<file path="config.mk">
export PLATFORM = sky130hd
export DESIGN_NAME = dmem_arbiter
export DESIGN_NICKNAME = d
export VERILOG_FILES = /design/src/rtl/dmem_arbiter.sv
export SDC_FILE = /design/constraint.sdc
export NUM_CORES = 1
export LEC_CHECK = 0
export ABC_AREA = 1
export ABC_CLOCK_PERIOD_IN_PS = 9600
export CAP_MARGIN = 15
export CORE_AREA = 2 2 189 191
export DETAILED_ROUTE_END_ITERATION = 8
export DIE_AREA = 0 0 191 193
export PLACE_DENSITY_LB_ADDON = 0.15
export SETUP_SLACK_MARGIN = 0.1
export SLEW_MARGIN = 20
export SYNTH_ARGS = -nofsm -noshare
export SYNTH_HDL_FRONTEND = slang
export SYNTH_SLANG_ARGS = --single-unit
export TNS_END_PERCENT = 1
</file>
<file path="constraint.sdc">
create_clock -name clk -period 9.6 [get_ports clk]
set_clock_uncertainty 0.1 [all_clocks]
set_input_delay 1.92 -clock clk [delete_from_list [all_inputs] [get_ports clk]]
set_output_delay 1.92 -clock clk [all_outputs]
set_load 0.05 [all_outputs]
</file>
<file path="src/rtl/dmem_arbiter.sv">
// dmem_arbiter: shares one single-ported 64-bit data memory between two requesters.
// Optional macro DMEM_ARB_RR_EN: round-robin arbitration instead of fixed priority.
module dmem_arbiter #(
   parameter int ADDR_W = 8,
   parameter int DATA_W = 64
) (
   input  logic                  clk,
   input  logic                  rst,
   input  logic [1:0]            req_valid,
   output logic [1:0]            req_ready,
   input  logic [1:0]            req_we,
   input  logic [2*ADDR_W-1:0]   req_addr,
   input  logic [4*DATA_W-1:0]   req_wdata,
   output logic [1:0]            rsp_valid,
   output logic [DATA_W-1:0]     rsp_rdata,
   output logic                  mem_re,
   output logic                  mem_we,
   output logic [ADDR_W-1:0]     mem_addr,
   output logic [DATA_W-1:0]     mem_wdata,
   input  logic [DATA_W-1:0]     mem_rdata
);

   typedef enum logic [2:0] {
      IDLE, RD, RDW, WR0, WR1, DONE
   } state_e;

   localparam logic [ADDR_W-1:0] ONE = {{(ADDR_W-1){1'b0}}, 1'b1};

   state_e              state_q;
   logic                owner_q;
   logic [ADDR_W-1:0]   addr_q;
   logic [DATA_W-1:0]   whi_q;
   logic [1:0]          rsp_valid_q;
   logic [DATA_W-1:0]   rsp_rdata_q;
   logic                mem_re_q;
   logic                mem_we_q;
   logic [ADDR_W-1:0]   mem_addr_q;
   logic [DATA_W-1:0]   mem_wdata_q;

   logic [1:0]          grant;
   logic                gid;
   logic                sel_we;
   logic [ADDR_W-1:0]   sel_addr;
   logic [2*DATA_W-1:0] sel_wdata;

`ifdef DMEM_ARB_RR_EN
   logic ptr_q;
   logic ptr_d;
`endif

   // Grant one valid requester, only while idle.
   always_comb begin
      grant = 2'b00;
      if (state_q == IDLE) begin
`ifdef DMEM_ARB_RR_EN
         if (req_valid == 2'b11) grant = ptr_q ? 2'b10 : 2'b01;
         else                    grant = req_valid;
`else
         if (req_valid[0])      grant = 2'b01;
         else if (req_valid[1]) grant = 2'b10;
`endif
      end
   end

   // Mux the granted requester's fields.
   always_comb begin
      gid       = grant[1];
      sel_we    = gid ? req_we[1] : req_we[0];
      sel_addr  = gid ? req_addr[ADDR_W +: ADDR_W]
                      : req_addr[0 +: ADDR_W];
      sel_wdata = gid ? req_wdata[2*DATA_W +: 2*DATA_W]
                      : req_wdata[0 +: 2*DATA_W];
   end

   assign req_ready = grant;
   assign rsp_valid = rsp_valid_q;
   assign rsp_rdata = rsp_rdata_q;
   assign mem_re    = mem_re_q;
   assign mem_we    = mem_we_q;
   assign mem_addr  = mem_addr_q;
   assign mem_wdata = mem_wdata_q;

   // Transaction sequencer with registered memory and response outputs.
   always_ff @(posedge clk or posedge rst) begin
      if (rst) begin
         state_q     <= IDLE;
         owner_q     <= 1'b0;
         addr_q      <= '0;
         whi_q       <= '0;
         rsp_valid_q <= 2'b00;
         rsp_rdata_q <= '0;
         mem_re_q    <= 1'b0;
         mem_we_q    <= 1'b0;
         mem_addr_q  <= '0;
         mem_wdata_q <= '0;
      end else begin
         rsp_valid_q <= 2'b00;
         mem_re_q    <= 1'b0;
         mem_we_q    <= 1'b0;
         unique case (state_q)
            IDLE: begin
               if (grant != 2'b00) begin
                  owner_q    <= gid;
                  addr_q     <= sel_addr;
                  whi_q      <= sel_wdata[2*DATA_W-1:DATA_W];
                  mem_addr_q <= sel_addr;
                  if (sel_we) begin
                     state_q     <= WR0;
                     mem_we_q    <= 1'b1;
                     mem_wdata_q <= sel_wdata[DATA_W-1:0];
                  end else begin
                     state_q  <= RD;
                     mem_re_q <= 1'b1;
                  end
               end
            end
            RD: state_q <= RDW;
            RDW: begin
               rsp_rdata_q <= mem_rdata;
               rsp_valid_q <= owner_q ? 2'b10 : 2'b01;
               state_q     <= DONE;
            end
            WR0: begin
               mem_we_q    <= 1'b1;
               mem_addr_q  <= addr_q + ONE;
               mem_wdata_q <= whi_q;
               state_q     <= WR1;
            end
            WR1: begin
               rsp_valid_q <= owner_q ? 2'b10 : 2'b01;
               state_q     <= DONE;
            end
            DONE: state_q <= IDLE;
            default: state_q <= IDLE;
         endcase
      end
   end

`ifdef DMEM_ARB_RR_EN
   assign ptr_d = ~gid;

   // Hand priority to the other requester after every acceptance.
   always_ff @(posedge clk or posedge rst) begin
      if (rst) ptr_q <= 1'b0;
      else if (grant != 2'b00) ptr_q <= ptr_d;
   end
`endif

endmodule

</file>
==> results.md, run 1 <==
- Hold EP: rsp_valid[0]
- Status: finished, final reports clean
- Clock power frac: 17.5%
- Core ar.: 35,000 um2
- Clock-pin slew on the worst setup and hold paths: 60 ps
- CTS tree: yes
- Mean Syn Cell Area: 7.83 um2
- GRT Total Usage: 22.5%
- Final wirelength: 43.0 mm
- Syn-to-layout area delta: 55.1%
- Worst Hold Launch: owner_q
- Worst R2R Setup Slack: 5320 ps
- Reg power frac: 27.5%
- CTS sink count: 216
- Total CTS buffers: 26
- CTS Hold Buffers Added: 0
- Critical path fanouts, max: 66
- Setup Viol. Count Final: 0
- R2r worst-path depth: 10
- Crit end category: output pin
- IO Port Bufs: 483
- R2r startpoint: state_q[1]
- Setup TNS: 0 ps
- # rows: 69
- Fmax: 133 MHz
- Largest net degree at the start of global routing: 100
- Leading cell type in the layout, fill and taps excluded: clkdlybuf4s50_1
- Overflow left after global routing: 0
- Switching pwr: 2830 uW
- Initial antenna violation count: 3
- Via count: 11,100
- Req. time, crit path: 7580 ps
- Vias in the first global route: 11,200
- P_int: 3110 uW
- Longest Clk Path Bufs: 3
- Post-route antenna net violation count: 0
- First DRT Iteration DRCs: 533
- Layout cells sized above 1: 7.36%
- Critical path's slowest cell: clkdlybuf4s50_1
- Die Wd: 191 um
- Setup crit start kind: input port
- I/O pins: 484
- Gate Count Post-Synth: 1,403
- Period Utilization, post-route: 78.4%
- Routability congestion estimate: 0.822
- First-pass GRT wire length: 64.1 mm
- Unrepaired setup endpoints after global routing: no
- Min Clock Period, post-route: 7530 ps
- Cell variety after synth: 24
- CTS HTree Levels: 1
- Crit path arrival time: 5510 ps
- Die ar.: 36,900 um2
- Post-DP HPWL: 29.5 mm
- Sw frac: 47.7%
- WL/cell: 18.6 um
- Slew Viols, Final: 0
- Hold Path Class: register to register
- Hold WS: 354 ps
- Syn Nets: 1,746
- Setup Buffers After CTS: 0
- Critical path's most frequent cell: clkdlybuf4s50_1
- FF+latch count, synth: 216
- Pwr/cell area: 348 nW/um2
- Synth Cell Area: 11,000 um2
- Crit-path max cell delay: 900 ps
- DRC violations left: 0
- Final Hold Viols: 0
- Register area share after synthesis: 49.2%
- Final #Nets: 2,172
- Total of max-cap violations: 0
- CTS root buffer: clkbuf_16
- Slew @ Worst Pin: 1060 ps
- Critical path cell sequence: clkdlybuf4s50_1, nor2_4, buf_4, nand3_4, inv_1, clkdlybuf4s50_1
- Yosys warns: 0
- DRT Pass-1 Iters: 5
- Drt via density: 4.78
- Leakage: 0.00812 uW
- CP Class: input port to output pin
- Final core utilization: 48.7%
- Worst slew margin: 29.3%
- Latest clock arrival within the worst-skew pair: 530 ps
- Critical R2R Capture: mem_wdata[44]
- Die H: 193 um
- Commonest non-fill, non-tap cells in the layout: clkdlybuf4s50_1, nand2_1, dfrtp_1
- Maximum vdd drop: 0.200 mV
- Worst setup startpoint: req_valid[0]
- Post_cts resized: 0
- WHS Path Cells: 1
- Logic pwr share: 55.0%
- Initial Util: 31.4%
## area by class of cell
class | instances | area (um2)
multi-input cells | 933 | 4610
flip-flops and latches | 216 | 5410
fillers | 3432 | 17900
clock buffers | 39 | 821
clock inverters | 7 | 88.8
repair buffers | 495 | 4920
diodes | 5 | 12.5
well taps | 461 | 577
inverters | 157 | 597
## through the flow
stage | power, uW | instances | instance area, um2 | setup WS [ps]
after CTS | 6000 | 2308 | 17000 | 2010
final | 5940 | 2313 | 17000 | 2070
after global routing | 6300 | 2309 | 17000 | 1750
after global placement | 4900 | 2262 | 16100 | 2070
after floorplan | 3740 | 1403 | 11000 | 1670
after detailed placement | 4940 | 2262 | 16100 | 2020
## flip-flops by register name, indices dropped and copies added (netlist names)
name / flops
addr_q: 8
owner_q: 1
mem_wdata: 64
state_q: 3
whi_q: 64
rsp_rdata: 64
mem_we: 1
rsp_valid: 2
mem_addr: 8
mem_re: 1
## metal layers
metal	part of all wire [%]	track usage (%)	vias up	wire (um)
li1	-	-	5361	-
met1	40	26.3	5212	17000
met2	48	39.4	415	20800
met3	9.2	6.79	72	3960
met4	2.8	7.22	2	1220
met5	0.030	0	-	13
## power groups by stage
stage               Clock [uW]  Combinational (uW)  Sequential (uW)
finish                    1040                3260             1630
CTS                       1060                3300             1640
global route              1100                3500             1690
floorplan                    0                1110             2630
global placement             0                3270             1630
detailed placement           0                3300             1650
## cell usage after synthesis, drive strengths merged
| master | count | area share, % |
|---|---|---|
| nand2 | 443 | 15 |
| o211ai | 4 | 0.27 |
| buf | 54 | 2.5 |
| mux2 | 64 | 6.6 |
| clkinv | 2 | 0.068 |
| dfrtp | 216 | 49 |
| inv | 155 | 5.3 |
| nand3 | 158 | 7.3 |
| a31oi | 2 | 0.11 |
| a21oi | 3 | 0.14 |
| o21ai | 122 | 5.6 |
| nand4 | 66 | 3.8 |
| ha | 1 | 0.11 |
| nor2 | 69 | 2.4 |
| clkbuf | 43 | 1.5 |
| or2 | 1 | 0.057 |
## critical path, delay by kind of cell
family	cells	cell delay [ps]
and+or+nand+nor	2	890
buffers and inverters	4	2620
## how the worst max path moves through the flow
stage,end,slack [ps],cells past startpoint
finish,req_ready[1],2070,6
floorplan,addr_q[0],1670,1
global placement,req_ready[1],2070,6
detailed placement,req_ready[1],2020,6
global route,req_ready[1],1750,7
CTS,req_ready[1],2010,6
## cells by family (layout without fill, tap and decap cells)
logic type                 after synthesis  count (layout)  share of synthesized area [%]
muxes                                   64              64                           6.56
other                                    0               5                              0
and+or+nand+nor                        737             737                           28.7
DFF                                    216             216                           49.2
AOI/OAI and AO/OA                      131             131                           6.08
buffers and inverters                  254             698                           9.31
adders and majority gates                1               1                          0.114
Note: power is estimated with default switching activity, not from simulation.
==> run 2, diff against run 1 <==
ABC_CLOCK_PERIOD_IN_PS = 7600   (was 9600)
clock period = 7.6 ns   (was 9.6 ns; I/O delays follow)
==> results.md, run 2 (same netlist as run 1, synthesis figures left out) <==
- Vias in the first global route: 10,900
- Die H: 193 um
- Commonest non-fill, non-tap cells in the layout: clkdlybuf4s50_1, nand2_1, dfrtp_1
- Min Clock Period, post-route: 5830 ps
- First DRT Iteration DRCs: 560
- Finished Cell Area: 17,000 um2
- CP Class: input port to output pin
- Core ar.: 35,000 um2
- Drt via density: 4.74
- Total of max-cap violations: 0
- Die Wd: 191 um
- CTS Hold Buffers Added: 0
- Status: finished, final reports clean
- Post-route antenna net violation count: 0
- Final Hold Viols: 0
- Setup Buffers After CTS: 0
- Initial antenna violation count: 4
- CTS tree: yes
- Hold WS: 378 ps
- Crit path arrival time: 4210 ps
- Pwr/cell area: 436 nW/um2
- Hold Path Class: register to register
- Maximum vdd drop: 0.231 mV
- # rows: 69
- Setup Viol. Count Final: 0
- Overflow left after global routing: 0
- DRT Pass-1 Iters: 5
- Latest clock arrival within the worst-skew pair: 540 ps
- CTS HTree Levels: 1
- Total CTS buffers: 26
- Post_cts resized: 0
- Placed inst area: 16,100 um2
- Leakage: 0.00810 uW
- Final #Nets: 2,172
- Clock-pin slew on the worst setup and hold paths: 60 ps
- Longest Clk Path Bufs: 3
- Req. time, crit path: 5980 ps
- Post-DP HPWL: 28.4 mm
- Routability congestion estimate: 0.835
- Crit end category: output pin
- Critical path fanouts, max: 56
- Unrepaired setup endpoints after global routing: no
- Setup TNS: 0 ps
- CTS root buffer: clkbuf_16
- Slew Viols, Final: 0
- I/O pins: 484
- Period Utilization, post-route: 76.7%
- Via count: 11,000
- Initial Util: 31.4%
- Syn-to-layout area delta: 54.8%
- CTS sink count: 216
- IO Port Bufs: 483
- DRC violations left: 0
- Worst slew margin: 34.9%
- Fmax: 171 MHz
- WL/cell: 17.7 um
- Leading cell type in the layout, fill and taps excluded: clkdlybuf4s50_1
- GRT Total Usage: 21.7%
- Final wirelength: 41.0 mm
- Layout cells sized above 1: 7.36%
- Setup crit start kind: input port
- Slew @ Worst Pin: 977 ps
- First-pass GRT wire length: 62.4 mm
- Largest net degree at the start of global routing: 117
- Die ar.: 36,900 um2
## run 2: cell count changes in the layout (fill, tap and decap cells not counted), moves of 2 or more
cell and delta:
clkbuf_1 +2, clkinvlp_4 +2, clkbuf_8 -5, clkinv_2 +4
## run 2: report_power, final
part           total (uW)  switching, uW  internal [uW]
logic                4080           2710           1370
registers            2060            320           1740
clock network        1260            517            746
total                7400           3540           3860
## run 2: metrics by stage
step           utilization [%]  power, uW  std cells  setup slack, ps
2_1_floorplan                -       4720       1403             3170
3_3_place_gp              46.1       6150       2262             1740
3_5_place_dp              46.1       6200       2262             1710
4_1_cts                   48.6       7490       2310             1710
5_1_grt                   48.6       7880       2314             1580
6_report                  48.6       7400       2314             1770
## run 2: worst paths after layout
kind | startpoint | cells after the start | slack [ps] | to
worst min register to register | owner_q | 1 | 380 | rsp_valid[0]
min in group asynchronous | rst | 2 | 1410 | rsp_rdata[44]
max in group asynchronous | rst | 3 | 4620 | mem_wdata[7]
worst min-delay path | owner_q | 1 | 380 | rsp_valid[0]
worst max register to register | state_q[1] | 10 | 2600 | mem_wdata[12]
worst max-delay path | req_valid[0] | 5 | 1770 | req_ready[1]
## run 2: cell type report
| cell class | count | area (um2) |
|---|---|---|
| diodes | 4 | 10.0 |
| clock buffers | 35 | 734 |
| clock inverters | 13 | 133 |
| fillers | 3417 | 18000 |
| inverters | 157 | 593 |
| multi-input cells | 933 | 4610 |
| flip-flops and latches | 216 | 5410 |
| well taps | 461 | 577 |
| repair buffers | 495 | 4940 |
## run 2: worst max-delay path, stage by stage
cell and delay [ps]:
clkdlybuf4s50_1 510, nor2_4 180, nand3_4 510, inv_1 600, clkdlybuf4s50_1 900
## run 2: per-layer routing
layer  wire length [um]  global-route usage [%]  part of all wire [%]
met1              16500                    26.3                    40
met2              19800                    37.5                    48
met3               3640                    5.94                   8.9
met4               1060                    6.65                   2.6
met5                  0                       0                     0
